### src/rtl/dvi_frame_reader_if.sv
`default_nettype none
// ============================================================================
// Module   : dvi_frame_reader_if
// Brief    : Read-FIFO handshake and DVI video bundle for dvi_frame_reader.
//            master = frame reader side, slave = FIFO / transmitter side.
// Revision : 1.0 - initial release
// ============================================================================
interface dvi_frame_reader_if;
    logic        enable;
    logic        read_init;
    logic        fifo_rdreq;
    logic [31:0] fifo_q;
    logic        fifo_empty;
    logic [8:0]  fifo_rdusedw;
    logic        hsync;
    logic        vsync;
    logic        de;
    logic [7:0]  r;
    logic [7:0]  g;
    logic [7:0]  b;
    logic        frame_start;
    logic        underflow;

    modport master (
        input  enable, fifo_q, fifo_empty, fifo_rdusedw,
        output read_init, fifo_rdreq, hsync, vsync, de, r, g, b,
               frame_start, underflow
    );

    modport slave (
        output enable, fifo_q, fifo_empty, fifo_rdusedw,
        input  read_init, fifo_rdreq, hsync, vsync, de, r, g, b,
               frame_start, underflow
    );
endinterface
`default_nettype wire

### src/rtl/dvi_frame_reader.sv
`default_nettype none
// ============================================================================
// Module   : dvi_frame_reader
// Brief    : Pops the frame-buffer read FIFO once per active pixel and drives
//            RGB888 + hsync/vsync/de. Timing never stalls; FIFO underflow
//            produces black pixels and a sticky flag.
// Revision : 1.0 - initial release
// ============================================================================
module dvi_frame_reader #(
    parameter int   H_ACTIVE    = 320,
    parameter int   H_FP        = 8,
    parameter int   H_SYNC      = 32,
    parameter int   H_BP        = 40,
    parameter int   V_ACTIVE    = 240,
    parameter int   V_FP        = 3,
    parameter int   V_SYNC      = 4,
    parameter int   V_BP        = 6,
    parameter logic SYNC_POL    = 1'b0,
    parameter int   PRIME_LEVEL = 64
) (
    input  wire logic           dvi_clk,
    input  wire logic           reset,
    dvi_frame_reader_if.master  bus
);
    localparam int C_H_TOTAL = H_ACTIVE + H_FP + H_SYNC + H_BP;
    localparam int C_V_TOTAL = V_ACTIVE + V_FP + V_SYNC + V_BP;
    localparam int C_HW      = $clog2(C_H_TOTAL);
    localparam int C_VW      = $clog2(C_V_TOTAL);

    localparam logic [C_HW-1:0] C_H_LAST   = C_HW'(C_H_TOTAL - 1);
    localparam logic [C_HW-1:0] C_H_ACT    = C_HW'(H_ACTIVE);
    localparam logic [C_HW-1:0] C_HS_START = C_HW'(H_ACTIVE + H_FP);
    localparam logic [C_HW-1:0] C_HS_END   = C_HW'(H_ACTIVE + H_FP + H_SYNC);
    localparam logic [C_VW-1:0] C_V_LAST   = C_VW'(C_V_TOTAL - 1);
    localparam logic [C_VW-1:0] C_V_ACT    = C_VW'(V_ACTIVE);
    localparam logic [C_VW-1:0] C_VS_START = C_VW'(V_ACTIVE + V_FP);
    localparam logic [C_VW-1:0] C_VS_END   = C_VW'(V_ACTIVE + V_FP + V_SYNC);
    localparam logic [8:0]      C_PRIME    = 9'(PRIME_LEVEL);

    localparam logic [1:0] C_ST_IDLE  = 2'd0;
    localparam logic [1:0] C_ST_PRIME = 2'd1;
    localparam logic [1:0] C_ST_RUN   = 2'd2;

    logic [1:0]      state_q, state_d;
    logic [C_HW-1:0] h_cnt_q, h_cnt_d;
    logic [C_VW-1:0] v_cnt_q, v_cnt_d;

    // Stage 0 combinational decode of the counter position
    logic w_run, w_active, w_rdreq, w_read_init, w_hs0, w_vs0, w_fs0;

    // Stage 1 (FIFO data valid) and stage 2 (output pins)
    logic        de_s1_q, de_s1_d, hs_s1_q, hs_s1_d, vs_s1_q, vs_s1_d;
    logic        fs_s1_q, fs_s1_d, pop_s1_q, pop_s1_d;
    logic        de_q, de_d, hsync_q, hsync_d, vsync_q, vsync_d, fs_q, fs_d;
    logic [23:0] rgb_q, rgb_d;
    logic        underflow_q, underflow_d;

    // Top byte of each FIFO word carries no pixel data
    logic [7:0]  w_unused_fifo_hi;
    assign w_unused_fifo_hi = bus.fifo_q[31:24];

    // State and raster counter registers
    always_ff @(posedge dvi_clk) begin
        if (reset) begin
            state_q <= C_ST_IDLE;
            h_cnt_q <= '0;
            v_cnt_q <= '0;
        end else begin
            state_q <= state_d;
            h_cnt_q <= h_cnt_d;
            v_cnt_q <= v_cnt_d;
        end
    end

    // Next state and counter advance; counters sit at 0 outside RUN so RUN starts at (0,0)
    always_comb begin
        state_d = state_q;
        h_cnt_d = '0;
        v_cnt_d = '0;
        case (state_q)
            C_ST_IDLE: begin
                if (bus.enable) state_d = C_ST_PRIME;
            end
            C_ST_PRIME: begin
                if (bus.fifo_rdusedw >= C_PRIME) state_d = C_ST_RUN;
            end
            C_ST_RUN: begin
                h_cnt_d = h_cnt_q + 1'b1;
                v_cnt_d = v_cnt_q;
                if (h_cnt_q == C_H_LAST) begin
                    h_cnt_d = '0;
                    if (v_cnt_q == C_V_LAST) begin
                        // enable only matters here, so a started frame always completes
                        v_cnt_d = '0;
                        if (!bus.enable) state_d = C_ST_IDLE;
                    end else begin
                        v_cnt_d = v_cnt_q + 1'b1;
                    end
                end
            end
            default: state_d = C_ST_IDLE;
        endcase
    end

    // FSM outputs and stage-0 raster decode
    always_comb begin
        w_run       = (state_q == C_ST_RUN);
        w_read_init = (state_q != C_ST_IDLE);
        w_active    = w_run && (h_cnt_q < C_H_ACT) && (v_cnt_q < C_V_ACT);
        w_rdreq     = w_active && !bus.fifo_empty;
        w_hs0       = w_run && (h_cnt_q >= C_HS_START) && (h_cnt_q < C_HS_END);
        w_vs0       = w_run && (v_cnt_q >= C_VS_START) && (v_cnt_q < C_VS_END);
        w_fs0       = w_run && (h_cnt_q == '0) && (v_cnt_q == '0);
    end

    // Pipeline next values: controls delayed two cycles to meet the FIFO data
    always_comb begin
        de_s1_d     = w_active;
        hs_s1_d     = w_hs0 ? SYNC_POL : ~SYNC_POL;
        vs_s1_d     = w_vs0 ? SYNC_POL : ~SYNC_POL;
        fs_s1_d     = w_fs0;
        pop_s1_d    = w_rdreq;
        de_d        = de_s1_q;
        hsync_d     = hs_s1_q;
        vsync_d     = vs_s1_q;
        fs_d        = fs_s1_q;
        // Unpopped pixels (underflow or blanking) are forced black
        rgb_d       = pop_s1_q ? bus.fifo_q[23:0] : 24'd0;
        underflow_d = underflow_q | (w_active & bus.fifo_empty);
    end

    // Pipeline registers with idle reset values
    always_ff @(posedge dvi_clk) begin
        if (reset) begin
            de_s1_q     <= 1'b0;
            hs_s1_q     <= ~SYNC_POL;
            vs_s1_q     <= ~SYNC_POL;
            fs_s1_q     <= 1'b0;
            pop_s1_q    <= 1'b0;
            de_q        <= 1'b0;
            hsync_q     <= ~SYNC_POL;
            vsync_q     <= ~SYNC_POL;
            fs_q        <= 1'b0;
            rgb_q       <= 24'd0;
            underflow_q <= 1'b0;
        end else begin
            de_s1_q     <= de_s1_d;
            hs_s1_q     <= hs_s1_d;
            vs_s1_q     <= vs_s1_d;
            fs_s1_q     <= fs_s1_d;
            pop_s1_q    <= pop_s1_d;
            de_q        <= de_d;
            hsync_q     <= hsync_d;
            vsync_q     <= vsync_d;
            fs_q        <= fs_d;
            rgb_q       <= rgb_d;
            underflow_q <= underflow_d;
        end
    end

    assign bus.read_init   = w_read_init;
    assign bus.fifo_rdreq  = w_rdreq;
    assign bus.de          = de_q;
    assign bus.hsync       = hsync_q;
    assign bus.vsync       = vsync_q;
    assign bus.frame_start = fs_q;
    assign bus.r           = rgb_q[23:16];
    assign bus.g           = rgb_q[15:8];
    assign bus.b           = rgb_q[7:0];
    assign bus.underflow   = underflow_q;
endmodule
`default_nettype wire

### src/flat_wrapper.sv
// flat-port wrapper written by rule: the top's interface ports become plain ports
module dvi_frame_reader_flat 
#(
    parameter int   H_ACTIVE    = 320,
    parameter int   H_FP        = 8,
    parameter int   H_SYNC      = 32,
    parameter int   H_BP        = 40,
    parameter int   V_ACTIVE    = 240,
    parameter int   V_FP        = 3,
    parameter int   V_SYNC      = 4,
    parameter int   V_BP        = 6,
    parameter logic SYNC_POL    = 1'b0,
    parameter int   PRIME_LEVEL = 64
)
  (dvi_clk, reset, bus_enable, bus_fifo_q, bus_fifo_empty, bus_fifo_rdusedw, bus_read_init, bus_fifo_rdreq, bus_hsync, bus_vsync, bus_de, bus_r, bus_g, bus_b, bus_frame_start, bus_underflow);
  dvi_frame_reader_if bus_i ();
  input  wire logic dvi_clk;
  input  wire logic reset;
  input wire logic [$bits(bus_i.enable)-1:0] bus_enable;
  input wire logic [$bits(bus_i.fifo_q)-1:0] bus_fifo_q;
  input wire logic [$bits(bus_i.fifo_empty)-1:0] bus_fifo_empty;
  input wire logic [$bits(bus_i.fifo_rdusedw)-1:0] bus_fifo_rdusedw;
  output wire logic [$bits(bus_i.read_init)-1:0] bus_read_init;
  output wire logic [$bits(bus_i.fifo_rdreq)-1:0] bus_fifo_rdreq;
  output wire logic [$bits(bus_i.hsync)-1:0] bus_hsync;
  output wire logic [$bits(bus_i.vsync)-1:0] bus_vsync;
  output wire logic [$bits(bus_i.de)-1:0] bus_de;
  output wire logic [$bits(bus_i.r)-1:0] bus_r;
  output wire logic [$bits(bus_i.g)-1:0] bus_g;
  output wire logic [$bits(bus_i.b)-1:0] bus_b;
  output wire logic [$bits(bus_i.frame_start)-1:0] bus_frame_start;
  output wire logic [$bits(bus_i.underflow)-1:0] bus_underflow;
  assign bus_i.enable = bus_enable;
  assign bus_i.fifo_q = bus_fifo_q;
  assign bus_i.fifo_empty = bus_fifo_empty;
  assign bus_i.fifo_rdusedw = bus_fifo_rdusedw;
  assign bus_read_init = bus_i.read_init;
  assign bus_fifo_rdreq = bus_i.fifo_rdreq;
  assign bus_hsync = bus_i.hsync;
  assign bus_vsync = bus_i.vsync;
  assign bus_de = bus_i.de;
  assign bus_r = bus_i.r;
  assign bus_g = bus_i.g;
  assign bus_b = bus_i.b;
  assign bus_frame_start = bus_i.frame_start;
  assign bus_underflow = bus_i.underflow;
  dvi_frame_reader #(.H_ACTIVE(H_ACTIVE), .H_FP(H_FP), .H_SYNC(H_SYNC), .H_BP(H_BP), .V_ACTIVE(V_ACTIVE), .V_FP(V_FP), .V_SYNC(V_SYNC), .V_BP(V_BP), .SYNC_POL(SYNC_POL), .PRIME_LEVEL(PRIME_LEVEL)) u_core (.dvi_clk(dvi_clk), .reset(reset), .bus(bus_i));
endmodule
### config.mk
export PLATFORM = sky130hd
export DESIGN_NAME = dvi_frame_reader_flat
export DESIGN_NICKNAME = d
export VERILOG_FILES = /design/src/rtl/dvi_frame_reader_if.sv /design/src/rtl/dvi_frame_reader.sv /design/src/flat_wrapper.sv
export SDC_FILE = /design/constraint.sdc
export NUM_CORES = 1
export LEC_CHECK = 0
export CAP_MARGIN = 25
export CORE_MARGIN = 8
export CORE_UTILIZATION = 38
export CTS_BUF_LIST = sky130_fd_sc_hd__clkbuf_4 sky130_fd_sc_hd__clkbuf_8 sky130_fd_sc_hd__clkbuf_16
export CTS_CLUSTER_DIAMETER = 150
export DETAILED_ROUTE_END_ITERATION = 10
export GPL_ROUTABILITY_DRIVEN = 0
export HOLD_SLACK_MARGIN = 0.08
export PLACE_DENSITY_LB_ADDON = 0.08
export SLEW_MARGIN = 20
export SYNTH_ARGS = -nofsm -noshare
export SYNTH_HDL_FRONTEND = slang
export SYNTH_SLANG_ARGS = --single-unit
### constraint.sdc
create_clock -name dvi_clk -period 1.7 [get_ports dvi_clk]
set_input_delay 0.34 -clock dvi_clk [delete_from_list [all_inputs] [get_ports dvi_clk]]
set_output_delay 0.34 -clock dvi_clk [all_outputs]
set_load 0.005 [all_outputs]
==> metrics <==
Post-Syn Area per Cell=10.1 sq um; I/O Pins=76; largest fanout on the critical path=6; # Post-CTS Setup Buffers=0; cells taking the most area after synthesis=dfxtp_1, and2_1, xnor2_1; clock tree skew after final layout=0.00704 ns; count of flip-flops with a built-in enable after synthesis=0; detailed-route DRC error count=0; type of the worst setup path=reg -> reg; Global Route Usage Sum=0.118; peak per-stage delay on the critical path=0.49 ns; run status=finished, final reports clean; CTS Hold Buffers Added=0; startpoint of the most critical register-to-register path=u_core.h_cnt_q[6]; standby leakage power=1.11 nW; kind of path behind the tightest hold check=reg -> reg; crit start category=register; source of the worst hold timing path=u_core.hs_s1_q; post-route minimum period=1.64 ns; post-synthesis sequential element count=53; initial antenna violation count=0; setup violators final=0; total via count in the routed design=1517; DRC violation total after the first TritonRoute iteration=40; detailed-route wire length per cell=13.0 um; CTS tree=done; port buffer count=61; starting density of the core=0.398; Worst VDD drop=447 uV; number of optimization iterations in the first detailed-route pass=4; Clock Path Buffers=2; Placed Instance Area=2730 sq um; floorplan row count=25; Clk Tree Root Cell=clkbuf_8; relative max-transition margin=0.771; synth cell count leaders=dfxtp_1, and2_1, nor2_1, xnor2_1, nand2_1; Final Max Slew Viols=0; cell taking the most area after synthesis=dfxtp_1; core footprint=4790 sq um; Sum Neg Setup Slack=0 ns; pwr/cell area=791 nW/um^2; number of buffers and inverters on the critical path=1; Main synth FF type=dfxtp_1; number of sinks driven by the clock tree=53; net total in the final layout=320; Die ar.=7530 sq um; largest net degree at the start of global routing=25; clock insertion delay at the later pin of the skew report=0.31 ns; endpoint required time on the critical path=1.95 ns; total length of routed wires=4400 um; syn nets=237; number of clock buffers inserted by TritonCTS=5; share of synthesized flip-flops with an asynchronous set or reset=0; Horiz. Die Dim=86.8 um; total number of cells along the worst setup path=5; Worst-Margin Slew=0.341 ns; library cell contributing the largest single delay on the critical path=or4_4; Layout area overhead=51.2%; worst hold path endpoint=u_core.bus.hsync; total of max-cap violations=0; antenna diode count=0; via count of the first global-routing pass=1471; global-route wire length before repair=6960 um; netlist area before placement=1900 sq um; final standard cell area without fillers=2880 sq um; CTS H-tree depth=2; number of antenna-violating nets in the routed design=0; part of the cycle the worst path needs=0.967; capturing point of the worst reg2reg path=u_core.v_cnt_q[7]; worst hold slack across all endpoints=0.413 ns; Vias per Instance=4.47; synth unique cells=33; fraction of the yosys area taken by sequential cells=0.557; category of the worst setup path capture point=register; signal arrival time at the worst endpoint=1.89 ns; instance count along the most critical hold path=1; depth of the worst register-to-register path=5; most frequent cell after synthesis=dfxtp_1; count of warnings emitted by yosys=0; worst-case register-to-register setup slack=0.06 ns; cell count after synthesis=188; die height=86.8 um; clock slew seen by the registers of the worst setup and hold paths=0.10 ns; fraction of layout instances using a drive strength above 1=0.154; worst path cell trace=buf_4, nand4bb_4, or2_1, or4_4, a21oi_2; global-route congestion overflow total=0; dominant delay contributor by cell family on the critical path=simple AND/OR/NAND/NOR gates; highest clock frequency the design can meet=608 MHz; post-synth top area share=0.557; post-layout total power=0.00228 W; half-perimeter wire length after detailed placement=3370 um; Hold Fails Final Rpt=0
==> state kept, by name, summed over array words and instances, names as in the netlist, 2 cells and up <==
name	cells
u_core.state_q	2
u_core.h_cnt_q	9
u_core.v_cnt_q	8
u_core.rgb_q	24
==> worst reg2reg max path, cell delays in order (launching register included) <==
cell and delay [ns]:
dfxtp_1 0.33, buf_4 0.16, nand4bb_4 0.19, or2_1 0.28
or4_4 0.49, a21oi_2 0.14
==> per-stage QoR <==
stage | util | std cells | setup WS, ns
6_report | 0.602 | 339 | 0.0565
5_1_grt | 0.602 | 339 | -0.00542
4_1_cts | 0.595 | 339 | 0.0215
3_5_place_dp | 0.570 | 331 | -0.110
3_3_place_gp | 0.570 | 331 | -0.106
2_1_floorplan | - | 188 | 0.0454
==> cell usage in the layout, fill, tap and decap left out, types with 2 or more instances in the layout <==
cell type,netlist,final
and3_1,2,2
nand3_1,6,6
dfxtp_2,0,3
nor3_1,7,6
or2_2,3,3
dlygate4sd2_1,0,2
and2_1,25,25
xor2_1,2,2
clkdlybuf4s50_1,0,59
nor2b_1,3,3
xnor2_1,11,11
nor2_1,20,20
dfxtp_1,53,50
buf_4,0,19
ha_1,4,3
clkbuf_8,0,6
nand4_1,5,5
a21oi_1,4,3
inv_1,7,7
nor4_1,4,4
nor4b_1,2,2
nand2_1,10,9
==> power by group <==
group          leakage (nW)  internal [W]  switching (W)
registers             0.429       0.00125     0.00000729
logic                 0.624     0.0000937      0.0000352
clock network        0.0574      0.000479       0.000407
==> layer usage <==
metal,global-route usage,wire length [um],part of all wire
met1,0.141,2030,0.46
met4,0.0516,75,0.017
met2,0.190,2050,0.47
met5,0,0,0
met3,0.0378,249,0.057
==> repair_timing <==
item,CTS,global route
hold endpoints to repair,0,0
pin swaps,0,0
gates resized for setup,5,8
setup endpoints to repair,2,2
==> logic make-up after synthesis <==
| group | after synthesis | synth area share |
|---|---|---|
| buf+inv | 11 | 0.0217 |
| fa+ha+maj | 4 | 0.0263 |
| mux | 1 | 0.00526 |
| compound gates | 11 | 0.0394 |
| flops | 53 | 0.557 |
| simple gates | 95 | 0.290 |
| xor+xnor | 13 | 0.0598 |
==> worst max path at each step <==
| stage | from | endpoint | slack, ns |
|---|---|---|---|
| CTS | u_core.h_cnt_q[0] | u_core.v_cnt_q[7] | 0.02 |
| finish | u_core.h_cnt_q[6] | u_core.v_cnt_q[7] | 0.06 |
| detailed placement | bus_fifo_empty | bus_fifo_rdreq | -0.11 |
| global placement | bus_fifo_empty | bus_fifo_rdreq | -0.11 |
| floorplan | u_core.h_cnt_q[0] | u_core.v_cnt_q[7] | 0.05 |
| global route | u_core.h_cnt_q[6] | u_core.v_cnt_q[7] | -0.005 |
==> cell type report <==
class,instances,area (sq um)
clock inverters,2,37.5
clock buffers,6,82.6
fillers,430,1910
well taps,67,83.8
repair buffers,80,751
inverters,7,26.3
flip-flops and latches,53,1060
multi-input cells,124,833
(Power assumes the default switching activity.)
